## src/rtl/dram_pkg.sv

```systemverilog
// rtl/dram_pkg.sv - shared constants for the data-RAM port arbiter
package dram_pkg;

  localparam logic [2:0] LB  = 3'b000;
  localparam logic [2:0] LH  = 3'b001;
  localparam logic [2:0] LW  = 3'b010;
  localparam logic [2:0] LBU = 3'b100;
  localparam logic [2:0] LHU = 3'b101;
  localparam logic [2:0] SB  = 3'b000;
  localparam logic [2:0] SH  = 3'b001;
  localparam logic [2:0] SW  = 3'b010;

  localparam logic [0:0] ARB_IDLE  = 1'b0;
  localparam logic [0:0] ARB_LOCK0 = 1'b1;

  localparam logic P_CORE = 1'b0;
  localparam logic P_DMA  = 1'b1;

endpackage

```

## src/rtl/dram_arb_pick.sv

```systemverilog
// rtl/dram_arb_pick.sv - combinational 2-way winner select
module dram_arb_pick (
  input  logic       valid0,
  input  logic       valid1,
  input  logic       lock0,
  input  logic       prefer1,
  output logic [1:0] grant
);

  // prefer1 only breaks a tie; a lone requester always wins unless port 0 holds the lock
  always_comb begin
    grant = 2'b00;
    if (lock0)
      grant[0] = valid0;
    else if (valid0 && valid1)
      grant = prefer1 ? 2'b10 : 2'b01;
    else
      grant = {valid1, valid0};
  end

endmodule

```

## src/rtl/dram_port_arbiter.sv

```systemverilog
// rtl/dram_port_arbiter.sv - two-port data-RAM arbiter; DRAM_ARB_RR_EN selects round-robin
module dram_port_arbiter
  import dram_pkg::*;
#(
  parameter int AW       = 32,
  parameter int DW       = 32,
  parameter int MAX_WAIT = 8
) (
  input  logic          sclk,
  input  logic          rst,
  input  logic          m0_valid,
  input  logic          m0_wr,
  input  logic [2:0]    m0_op,
  input  logic [AW-1:0] m0_addr,
  input  logic [DW-1:0] m0_wdata,
  input  logic          m0_lock,
  output logic          m0_ready,
  output logic          m0_rvalid,
  output logic [DW-1:0] m0_rdata,
  input  logic          m1_valid,
  input  logic          m1_wr,
  input  logic [2:0]    m1_op,
  input  logic [AW-1:0] m1_addr,
  input  logic [DW-1:0] m1_wdata,
  output logic          m1_ready,
  output logic          m1_rvalid,
  output logic [DW-1:0] m1_rdata,
  output logic          mem_wr,
  output logic          mem_rd,
  output logic [2:0]    mem_op,
  output logic [AW-1:0] mem_addr,
  output logic [DW-1:0] mem_wdata,
  input  logic [DW-1:0] mem_rdata
);

  logic [0:0] state;
  logic       rpend;
  logic       rsel;
  logic       prefer1;
  logic [1:0] pick_grant;
  logic [1:0] grant;

  dram_arb_pick u_pick (
    .valid0  (m0_valid),
    .valid1  (m1_valid),
    .lock0   (state == ARB_LOCK0),
    .prefer1 (prefer1),
    .grant   (pick_grant)
  );

  // nothing is granted while reset is held, so every RAM-side output stays 0
  assign grant    = pick_grant & {2{~rst}};
  assign m0_ready = grant[0];
  assign m1_ready = grant[1];

`ifdef DRAM_ARB_RR_EN
  logic last;

  assign prefer1 = (last == P_CORE);

  always_ff @(posedge sclk) begin
    if (rst)
      last <= P_DMA;
    else if (|grant)
      last <= grant[1];
  end
`else
  logic [7:0] wait_cnt;

  assign prefer1 = (wait_cnt >= 8'(MAX_WAIT));

  always_ff @(posedge sclk) begin
    if (rst)
      wait_cnt <= 8'd0;
    else if (!m1_valid || grant[1])
      wait_cnt <= 8'd0;
    else if (wait_cnt != 8'hFF)
      wait_cnt <= wait_cnt + 8'd1;
  end
`endif

  always_comb begin
    mem_wr    = 1'b0;
    mem_rd    = 1'b0;
    mem_op    = '0;
    mem_addr  = '0;
    mem_wdata = '0;
    if (grant[0]) begin
      mem_wr    = m0_wr;
      mem_rd    = !m0_wr;
      mem_op    = m0_op;
      mem_addr  = m0_addr;
      mem_wdata = m0_wdata;
    end else if (grant[1]) begin
      mem_wr    = m1_wr;
      mem_rd    = !m1_wr;
      mem_op    = m1_op;
      mem_addr  = m1_addr;
      mem_wdata = m1_wdata;
    end
  end

  always_ff @(posedge sclk) begin
    if (rst) begin
      state <= ARB_IDLE;
      rpend <= 1'b0;
      rsel  <= P_CORE;
    end else begin
      rpend <= mem_rd;
      rsel  <= grant[1];
      if (grant[0])
        state <= m0_lock ? ARB_LOCK0 : ARB_IDLE;
    end
  end

  assign m0_rvalid = rpend && (rsel == P_CORE) && !rst;
  assign m1_rvalid = rpend && (rsel == P_DMA) && !rst;
  assign m0_rdata  = m0_rvalid ? mem_rdata : '0;
  assign m1_rdata  = m1_rvalid ? mem_rdata : '0;

endmodule

```

## config.mk

```make
export PLATFORM = sky130hd
export DESIGN_NAME = dram_port_arbiter
export DESIGN_NICKNAME = d
export VERILOG_FILES = /design/src/rtl/dram_pkg.sv /design/src/rtl/dram_arb_pick.sv /design/src/rtl/dram_port_arbiter.sv
export SDC_FILE = /design/constraint.sdc
export NUM_CORES = 1
export LEC_CHECK = 0
export CAP_MARGIN = 20
export CORE_AREA = 2 2 120 122
export DETAILED_ROUTE_END_ITERATION = 6
export DIE_AREA = 0 0 122 124
export PLACE_DENSITY = 0.63
export SYNTH_ARGS = -nofsm -noshare
export SYNTH_HDL_FRONTEND = slang
export SYNTH_SLANG_ARGS = --single-unit
```

## constraint.sdc

```tcl
create_clock -name sclk -period 2.7 [get_ports sclk]
set_input_delay 0.405 -clock sclk [delete_from_list [all_inputs] [get_ports sclk]]
set_output_delay 0.405 -clock sclk [all_outputs]
set_load 0.01 [all_outputs]
```

== Word level (Yosys, flattened, before mapping) ==
Cells that the tools add are included.

* Register bits: 11
* Bits of input ports: 173
* Output and inout bits: 137
* Word-level logic and storage cells: 38

* Add/sub/neg operators: 1
* $lt $le $gt $ge: 1
* Equality and inequality tests: 1
* Multiplexer cells: 17
* Bitwise logic cells: 3
* Reductions and logical operators: 11

{| class="wikitable"
|+ Operators with widths
! kind !! number
|-
| two-way mux 32 bit || 6
|-
| adder 8 x 1 -> 8 bit, second input constant || 1
|-
| >= comparator 8 x 4 -> 1 bit, second input constant || 1
|-
| != test 8 bit, second input constant || 1
|-
| two-way mux 1 bit || 7
|-
| two-way mux 3 bit || 2
|-
| logical AND 1 bit || 5
|-
| zero test 1 bit || 4
|-
| two-way mux 2 bit || 2
|-
| bitwise AND 2 bit || 1
|-
| NOT 1 bit || 2
|-
| OR reduction 2 bit || 1
|-
| logical OR 1 bit || 1
|}

== Longest topological paths before layout ==
Gate-level depths: netlist of run 1.

* Word-level depth: 7
* Mapped depth: 6
* Mapped depth without buffers: 4

== Hierarchy ==
A second synthesis of run 1 with hierarchy kept.

* Cells, all modules: 223
* Area, all modules: 1721.7 um2

{| class="wikitable"
|+ Modules (own cells, without submodules)
! module !! instances !! cells an instance !! area an instance (um2) !! sequential area each (um2)
|-
| dram_port_arbiter || 1 || 219 || 1697.9 || 220.2
|-
| dram_arb_pick || 1 || 4 || 23.8 || 0.0
|}

== Worst setup path after synthesis of run 1 ==
Ideal clock, no wire load.

* Path type: register -> output
* Start: register wait_cnt[3]
* End: output port mem_rd
* Arrival: 1.715 ns
* Required time: 2.295 ns
* Path slack: 0.580 ns
* Cell stages (with the launch flop): 7
* Path buffers: 3
* Cell sequence: dfxtp_1 -> or4_1 -> buf_2 -> o2111a_1 -> buf_6 -> buf_6 -> a22o_1

* Longest elaborated chain between the ends: 7
* Elaborated cells between the ends (all ways): 8
* Those cells by class: order compare (1); mux (6); bitwise (1)

{| class="wikitable"
|+ RTL lines
! what !! RTL line !! text
|-
| from (decl) || dram_port_arbiter.sv:68 || <nowiki>logic [7:0] wait_cnt;</nowiki>
|-
| from (signal assigned) || dram_port_arbiter.sv:78 || <nowiki>wait_cnt <= wait_cnt + 8'd1;</nowiki>
|-
| >= comparator 8 x 4 -> 1 bit * || dram_port_arbiter.sv:70 || <nowiki>assign prefer1 = (wait_cnt >= 8'(MAX_WAIT));</nowiki>
|-
| two-way mux 2 bit * || dram_arb_pick.sv:16 || <nowiki>grant = prefer1 ? 2'b10 : 2'b01;</nowiki>
|-
| two-way mux 2 bit * || dram_arb_pick.sv:15 || <nowiki>else if (valid0 && valid1)</nowiki>
|-
| two-way mux 1 bit || dram_arb_pick.sv:13 || <nowiki>if (lock0)</nowiki>
|-
| bitwise AND 2 bit * || dram_port_arbiter.sv:52 || <nowiki>assign grant = pick_grant & {2{~rst}};</nowiki>
|-
| two-way mux 1 bit || dram_port_arbiter.sv:94 || <nowiki>end else if (grant[1]) begin</nowiki>
|-
| two-way mux 1 bit * || dram_port_arbiter.sv:88 || <nowiki>if (grant[0]) begin</nowiki>
|-
| to (decl) || dram_port_arbiter.sv:29 || <nowiki>output logic mem_rd,</nowiki>
|}

Mark *: on every way between the ends. The rest lies on a longest branch, timed or not.

== Worst setup path in the final report of run 1 ==
* Start: register wait_cnt[4]
* End: output port mem_addr[5]

* Longest elaborated chain between the ends: 7
* Elaborated cells between the ends (all ways): 8
* Those cells by class: order compare (1); mux (6); bitwise (1)

{| class="wikitable"
|+ RTL lines
! what !! RTL line !! text
|-
| >= comparator 8 x 4 -> 1 bit * || dram_port_arbiter.sv:70 ||
|-
| two-way mux 2 bit * || dram_arb_pick.sv:16 ||
|-
| two-way mux 2 bit * || dram_arb_pick.sv:15 ||
|-
| two-way mux 1 bit || dram_arb_pick.sv:13 ||
|-
| bitwise AND 2 bit * || dram_port_arbiter.sv:52 ||
|-
| two-way mux 32 bit || dram_port_arbiter.sv:94 ||
|-
| two-way mux 32 bit * || dram_port_arbiter.sv:88 ||
|-
| to (decl) || dram_port_arbiter.sv:31 || <nowiki>output logic [AW-1:0] mem_addr,</nowiki>
|}

Marks and branches as above.

==> metrics.csv, run 1 <==
metric,value,unit
post-route setup slack,0.07556,ns
crit path kind,flop to output port,
TritonCTS Buffers,3,
largest net degree at the start of global routing,51,
CP Capture Type,output port,
unrepaired setup endpoints after global routing,no,
Final Hold Viols,0,
Post-synth EDFFs,0,
initial antenna violation count,0,
Iter 0 DRT Violations,185,
leakage power,2.111,nW
# DRC,0,
Tcrit/Tclk final,0.9720,
Placement Cell Area,5175,sq um
FF-to-FF End,wait_cnt[7],
HPWL after DPL,12050,um
Worst setup SP type,flop,
"Reg clk slew, reported paths",0.04,ns
leading area contributor after synthesis,a32o_1,
Worst VDD drop,0.0001461,V
CP Data Arrival Time,2.22,ns
I/O pin count,310,
final setup fails,0,
most used flip-flop cell after synthesis,dfxtp_1,
post-synth net total,405,
via count,3260,
clock latency on the worst-skew pair,0.24,ns
GR Overflow Total,0,
first-pass GRT wire length,19040,um
area share of the largest cell type after synthesis,0.3656,
number of global-route vias before repair,3192,
GP Congestion,0.7416,
CTS root buffer,clkbuf_16,
CTS max path bufs,2,
post-layout util,0.3828,
Worst Path Max Fanout,26,
aggregate global-route resource usage,0.1693,
"commonest non-fill, non-tap cell in the layout",clkdlybuf4s50_1,
ant diodes,0,
P&R area growth vs syn,182.1,%
worst path required time,2.30,ns
post-layout total power,0.001115,W
startpoint of the most critical hold path,wait_cnt[1],
Least-Margin Pin Slew,0.3208,ns
"top cells by area, synth","a32o_1, and2_1, dfxtp_1",
R2R Setup Slk,0.89,ns
CTS Hold Bufs,0,
Max Cap Viol,0,
"FF+latch count, synth",11,
nets@finish,708,
ratio of cells with drive above 1 in the final layout,0.06391,
CTS tree,yes,
WHS,0.5394,ns
slew margin rel.,0.7862,
die footprint,15130,sq um
# rows,43,
DP Worst Slack,-0.1185,ns
Max Freq,0.3810,GHz
Clock Skew,0.001336,ns
Mapped Area,1862,sq um
Die Y,124,um
Hold Crit Class,flop to flop,
Post-Synthesis Cells,230,
post-route minimum period,2.624,ns
Clock Sinks,11,
mean number of vias per cell,4.579,
reg-to-reg startpoint,wait_cnt[4],
Synth Area per Inst,8.095,sq um
final instance area,5251,sq um
H-Tree Depth,1,
R2R depth,4,
CP startpoint,wait_cnt[4],
initial core utilization,0.1357,
Port Buf Inserts,309,
crit path to,mem_addr[5],
Post-Route WL,14400,um
Pwr Density,212.3,nW/um^2
most frequent cells in the layout,"clkdlybuf4s50_1, a32o_1, and2_1, dlygate4sd2_1, buf_4",
die width,122,um
Final ANT Viol Nets,0,
asr flop ratio synth,0,
Synth cell types,32,
area of the core,13720,sq um
drt wl/cell,20.23,um
drt pass-1 iters,4,
status,"complete, no violations",
register area share after synthesis,0.1183,
Final Max Slew Viols,0,
Synth Warn #,0,
## flip-flops by register name, indices dropped and copies added, names as in the netlist
name      cells
rpend         1
rsel          1
state         1
wait_cnt      8
## critical path: stages (launching register included)
cell and delay, ns:
dfxtp_1 0.33, or4_4 0.55, o22ai_4 0.22, buf_4 0.15, buf_6 0.10, buf_16 0.17, a32o_1 0.19, dlygate4sd2_1 0.27
## cells in the mapped netlist (6+ instances only)
| library cell | number |
|---|---|
| a21oi_1 | 6 |
| a32o_1 | 68 |
| and2_1 | 65 |
| buf_2 | 8 |
| buf_6 | 8 |
| clkbuf_1 | 15 |
| dfxtp_1 | 11 |
| inv_1 | 6 |
## what timing repair did
item | CTS | global route
gates cloned | 1 | 0
pin swaps | 1 | 1
setup buffers | 3 | 0
endpoints found under the setup margin | 69 | 29
resized for setup | 76 | 10
## kinds of logic after synthesis
kind of cell,synth area share
AO/OA/AOI/OAI,0.4503
adder cells (fa/ha/maj),0.01344
buffers and inverters,0.1142
flip-flops,0.1183
AND/OR/NAND/NOR,0.3038
## power breakdown
part | internal (W) | total, W | leakage [nW] | switching [W]
Sequential | 0.000167 | 0.000171 | 0.0894 | 0.00000380
Clock | 0.000198 | 0.000268 | 0.0382 | 0.0000704
Combinational | 0.000420 | 0.000675 | 1.98 | 0.000255
## per-layer routing
layer	vias up	global-route usage	part of all wire
met5	-	0	0
met4	0	0.03233	0.0075
met3	6	0.05037	0.11
met2	175	0.2723	0.46
met1	1550	0.2254	0.42
li1	1529	-	-
## worst min-delay path by stage
| stage | endpoint | depth (start not counted) |
|---|---|---|
| 2_1_floorplan | state | 1 |
| 3_3_place_gp | wait_cnt[1] | 2 |
| 3_5_place_dp | wait_cnt[6] | 2 |
| 4_1_cts | wait_cnt[1] | 2 |
| 5_1_grt | wait_cnt[6] | 2 |
| 6_report | wait_cnt[1] | 2 |
## layout make-up
class | count | area, sq um
Timing Repair Buffer | 329 | 3251
Clock buffer | 4 | 78.83
Fill cell | 1431 | 8468
Inverter | 7 | 26.28
Tap cell | 180 | 225.2
Multi-Input combinational cell | 181 | 1450
Sequential cell | 11 | 220.2
## per-stage QoR
step,TNS [ns],cells
after floorplan,0,230
after global placement,-0.9036,704
after detailed placement,-1.119,704
after CTS,0,712
after global routing,0,712
final,0,712
(Power assumes the default switching activity.)
==> run 2, diff against run 1 <==
GPL_TIMING_DRIVEN = 0   (was not set)
==> run 2 against run 1 <==
Net effect: critical path depth unchanged; sequential power about the same; critical path type unchanged; routed wire length decreased by 1.8%; sequential share of layout area increased by 0.20 points; cell count increased by 1.8%; register-to-register slack about the same; sequential cell count unchanged; combinational power decreased by 2%; critical endpoint is now mem_addr[27].
==> metrics.csv, run 2 (same netlist as run 1, synthesis figures left out) <==
metric,value,unit,change
WHS,0.5416,ns,+0.002234 ns
Max Cap Viol,0,,unchanged
Post-Route WL,14140,um,-1.8%
Clock Skew,0.005430,ns,+0.004094 ns
status,"complete, no violations",,
Iter 0 DRT Violations,252,,+36%
Tcrit/Tclk final,0.9780,,+0.005944
startpoint of the most critical hold path,wait_cnt[3],,
largest net degree at the start of global routing,11,,-78%
via count,3236,,-0.74%
post-route setup slack,0.05951,ns,-0.01605 ns
"commonest non-fill, non-tap cell in the layout",clkdlybuf4s50_1,,
CTS root buffer,clkbuf_16,,
P&R area growth vs syn,173.6,%,
most frequent cells in the layout,"clkdlybuf4s50_1, and2_1, a32o_1, clkbuf_2",,
CP Data Arrival Time,2.24,ns,+0.02 ns
initial core utilization,0.1357,,unchanged
leakage power,2.023,nW,-4.1%
# rows,43,,unchanged
Placement Cell Area,5180,sq um,about the same
CP startpoint,wait_cnt[3],,
post-route minimum period,2.640,ns,+0.01605 ns
CP Capture Type,output port,,
# DRC,0,,unchanged
max reg flops,8,,unchanged
Hold Crit Class,flop to flop,,
TritonCTS Buffers,3,,unchanged
Worst setup SP type,flop,,
I/O pin count,310,,unchanged
first-pass GRT wire length,19180,um,+0.76%
ratio of cells with drive above 1 in the final layout,0.1780,,+0.1141
final setup fails,0,,unchanged
Worst Path Max Fanout,10,,-62%
area of the core,13720,sq um,unchanged
Final Hold Viols,0,,unchanged
slew margin rel.,0.6734,,-0.1127
Port Buf Inserts,309,,unchanged
nets@finish,721,,+1.8%
CTS tree,yes,,
crit path kind,flop to output port,,
CTS Hold Bufs,0,,unchanged
worst path required time,2.30,ns,about the same
Die Y,124,um,unchanged
Final ANT Viol Nets,0,,unchanged
clock latency on the worst-skew pair,0.24,ns,about the same
post-layout util,0.3713,,-0.01149
Least-Margin Pin Slew,0.4899,ns,+0.1691 ns
unrepaired setup endpoints after global routing,no,,
number of global-route vias before repair,3194,,+0.063%
drt pass-1 iters,4,,unchanged
Clock Sinks,11,,unchanged
drt wl/cell,19.50,um,-3.6%
die width,122,um,unchanged
R2R depth,4,,unchanged
Biggest register,wait_cnt,,
HPWL after DPL,12120,um,+0.55%
initial antenna violation count,1,,+1
"Reg clk slew, reported paths",0.05,ns,about the same
Pwr Density,218.3,nW/um^2,+2.9%
GR Overflow Total,0,,unchanged
die footprint,15130,sq um,unchanged
Hold Crit Depth,2,,unchanged
reg-to-reg startpoint,wait_cnt[3],,
DP Worst Slack,-0.5137,ns,-0.3951 ns
mean number of vias per cell,4.463,,-2.5%
ant diodes,0,,unchanged
Final Max Slew Viols,0,,unchanged
setup TNS,0,ns,unchanged
GP Congestion,0.8230,,+11%
CTS max path bufs,2,,unchanged
final instance area,5094,sq um,-3.0%
aggregate global-route resource usage,0.1681,,-0.001191
Worst VDD drop,0.0001528,V,+4.6%
H-Tree Depth,1,,unchanged
Max Freq,0.3787,GHz,-0.61%
-- run 2: cell types whose count changed in the layout (fill, tap and decap cells not counted), sizes merged --
cell,previous run,this run
buf,21,34
clkbuf,4,59
clkdlybuf4s15,9,12
clkdlybuf4s50,239,237
clkinv,0,1
dlygate4sd2,60,2
dlymetal6s2s,0,1
-- run 2: power by group --
group          switching (W)  total [W]  internal, W
Clock              0.0000812   0.000278     0.000197
Combinational       0.000258   0.000664     0.000406
Sequential        0.00000405   0.000170     0.000166
-- run 2: repair_timing --
item / 4_1_cts / 5_1_grt
endpoints found under the setup margin: 133 / 79
gates resized for setup: 141 / 112
pin swaps: 2 / 0
setup buffers: 2 / 0
-- run 2: critical path, stage by stage (launching register included) --
cell and delay, ns:
dfxtp_4 0.36, or4_4 0.53, buf_6 0.15, o2111a_1 0.23
buf_6 0.15, buf_6 0.14, a32o_1 0.20, clkdlybuf4s15_1 0.24
-- run 2: final timing paths --
check	endpoint	slack, ns
max	mem_addr[27]	0.06
min reg2reg	wait_cnt[3]	0.54
max reg2reg	wait_cnt[7]	0.89
min	wait_cnt[3]	0.54
-- run 2: final cells by class --
type / count / area, sq um
repair buffers: 311 / 2835
well taps: 180 / 225.2
multi-input cells: 181 / 1459
plain buffers: 31 / 241.5
clock inverters: 1 / 5.005
flip-flops and latches: 11 / 224.0
inverters: 7 / 28.78
clock buffers: 3 / 75.07
fillers: 1430 / 8626
-- run 2: routing by layer --
| metal | vias up | GRT usage | routed length (um) |
|---|---|---|---|
| li1 | 1556 | - | - |
| met2 | 170 | 0.2668 | 6612 |
| met3 | 6 | 0.07555 | 1717 |
| met5 | - | 0 | 0 |
| met4 | 0 | 0.02443 | 95 |
| met1 | 1504 | 0.2143 | 5710 |
-- run 2: stage by stage --
stage / total power, W / cells
3_5_place_dp: 0.0008827 / 719
2_1_floorplan: 0.0003839 / 230
5_1_grt: 0.001176 / 725
6_report: 0.001112 / 725
4_1_cts: 0.001140 / 725
3_3_place_gp: 0.0008759 / 719
==> run 3, diff against run 2 <==
SKIP_CTS_REPAIR_TIMING = 1   (was not set)
==> run 3 against run 2 <==
Net effect: count of clock-buffer cells in the layout unchanged; global-route usage down 0.11 points; design area up 6.9%; sequential power about the same; maximum frequency up 0.21%; combinational power up 4.8%; cell count unchanged; die area unchanged; register-to-register slack better by 0.02 ns; hold slack worse by 0.016 ns; critical path type unchanged.
==> metrics.csv, run 3 (same netlist as run 1, synthesis figures left out) <==
metric,value,unit,change
max reg flops,8,,unchanged
post-route minimum period,2.635,ns,-0.005580 ns
CP dominant cell by count,buf_6,,
drt pass-1 iters,4,,unchanged
drt wl/cell,19.58,um,+0.45%
Port Buf Inserts,309,,unchanged
# rows,43,,unchanged
initial core utilization,0.1357,,unchanged
Tcrit/Tclk final,0.9759,,-0.002067
worst path required time,2.30,ns,about the same
P&R area growth vs syn,192.5,%,
dpl cells,719,,unchanged
Placement Cell Area,5180,sq um,unchanged
Worst Path Max Fanout,10,,unchanged
die width,122,um,unchanged
"commonest non-fill, non-tap cell in the layout",clkdlybuf4s50_1,,
ratio of cells with drive above 1 in the final layout,0.08257,,-0.09541
Clock Sinks,11,,unchanged
clock latency on the worst-skew pair,0.24,ns,about the same
post-route setup slack,0.06509,ns,+0.005580 ns
CP Data Arrival Time,2.23,ns,about the same
Clock Skew,0.004609,ns,-0.0008207 ns
leakage power,2.812,nW,+39%
CTS root buffer,clkbuf_16,,
H-Tree Depth,1,,unchanged
Final Hold Viols,0,,unchanged
via count,3222,,-0.43%
Least-Margin Pin Slew,0.4908,ns,+0.0009112 ns
number of global-route vias before repair,3176,,-0.56%
Bufs and invs on worst path,4,,unchanged
# fillers,1383,,-3.3%
aggregate global-route resource usage,0.1670,,-0.001078
GR Overflow Total,0,,unchanged
CP top delay family,buffers and inverters,,
CTS max path bufs,2,,unchanged
Worst VDD drop,0.0001576,V,+3.2%
mean number of vias per cell,4.444,,-0.43%
post-layout total power,0.001143,W,+2.8%
CP peak stage delay,0.51,ns,-0.02 ns
cell depth of the worst setup path,7,,unchanged
startpoint of the most critical hold path,wait_cnt[3],,
Pwr Density,209.9,nW/um^2,-3.9%
first-pass GRT wire length,19040,um,-0.72%
unrepaired setup endpoints after global routing,yes,,
Hold Crit Class,flop to flop,,
crit path kind,flop to output port,,
CP startpoint,wait_cnt[3],,
Max Cap Viol,0,,unchanged
Iter 0 DRT Violations,213,,-15%
most frequent cells in the layout,"clkdlybuf4s50_1, a32o_1, and2_1, dlymetal6s2s_1, clkbuf_2",,
Final ANT Viol Nets,0,,unchanged
die footprint,15130,sq um,unchanged
Hold Crit Depth,2,,unchanged
final setup fails,0,,unchanged
"non-filler cells, final",725,,unchanged
Post-Route WL,14200,um,+0.45%
GP Congestion,0.8230,,unchanged
initial antenna violation count,0,,-1
reg-to-reg startpoint,wait_cnt[3],,
CP Capture Type,output port,,
R2R depth,4,,unchanged
Final Max Slew Viols,0,,unchanged
Worst setup SP type,flop,,
ant diodes,0,,unchanged
area of the core,13720,sq um,unchanged
nets@finish,721,,unchanged
I/O pin count,310,,unchanged
Die Y,124,um,unchanged
Max Freq,0.3795,GHz,+0.21%
critical-path cell list,"or4_1, buf_4, o2111a_1, buf_6, buf_6, a32o_1, dlymetal6s2s_1",,
"Reg clk slew, reported paths",0.05,ns,about the same
slew margin rel.,0.6728,,about the same
largest net degree at the start of global routing,11,,unchanged
final instance area,5446,sq um,+6.9%
Critical-path top delay cell,or4_1,,
Biggest register,wait_cnt,,
HPWL after DPL,12120,um,unchanged
status,"complete, no violations",,
CTS tree,yes,,
DP Worst Slack,-0.5137,ns,unchanged
TritonCTS Buffers,3,,unchanged
# DRC,0,,unchanged
==> run 3: changes by cell type in the layout (fill, tap and decap cells not counted), sizes merged <==
cell | previous run | this run
clkbuf | 59 | 28
clkdlybuf4s15 | 12 | 0
buf | 34 | 19
dlymetal6s2s | 1 | 61
dlygate4sd2 | 2 | 0
==> run 3: power breakdown <==
group | internal, W | switching (W) | total, W
Combinational | 0.000441 | 0.000255 | 0.000696
Sequential | 0.000167 | 0.00000412 | 0.000171
Clock | 0.000197 | 0.0000792 | 0.000276
Total | 0.000804 | 0.000339 | 0.00114
==> run 3: routing by layer <==
metal	wire length, um	part of all wire	GRT usage
met1	5636	0.40	0.2134
met2	6729	0.47	0.2650
met5	0	0	0
met4	91	0.0064	0.02443
met3	1741	0.12	0.07418
==> run 3: stage by stage <==
step                TNS (ns)  utilization  hold slack, ns
floorplan                  0            -          0.4830
global placement      -35.73       0.3776          0.5162
detailed placement    -43.29       0.3776          0.5358
CTS                   -56.47       0.3834          0.5426
global route        -0.01133       0.3970          0.5542
finish                     0       0.3970          0.5252
==> run 3: tightest hold or removal path: stages (launching register included) <==
cell	delay, ns
dfxtp_2	0.34
nand2_1	0.06
a31oi_1	0.07
==> run 3: worst paths after layout <==
kind                            slack, ns       endpoint
worst max-delay path                 0.07  mem_wdata[26]
worst min register to register       0.53    wait_cnt[3]
worst min-delay path                 0.53    wait_cnt[3]
worst max register to register       0.91    wait_cnt[7]
==> run 3: final cells by class <==
class                   count  area [sq um]  share of cell area
multi-input cells         181          1449              0.2660
repair buffers            311          3218              0.5909
inverters                   7         26.28            0.004824
flip-flops and latches     11         221.5             0.04066
well taps                 180         225.2             0.04135
plain buffers              31         226.5             0.04158
clock inverters             1         5.005           0.0009189
clock buffers               3         75.07             0.01378
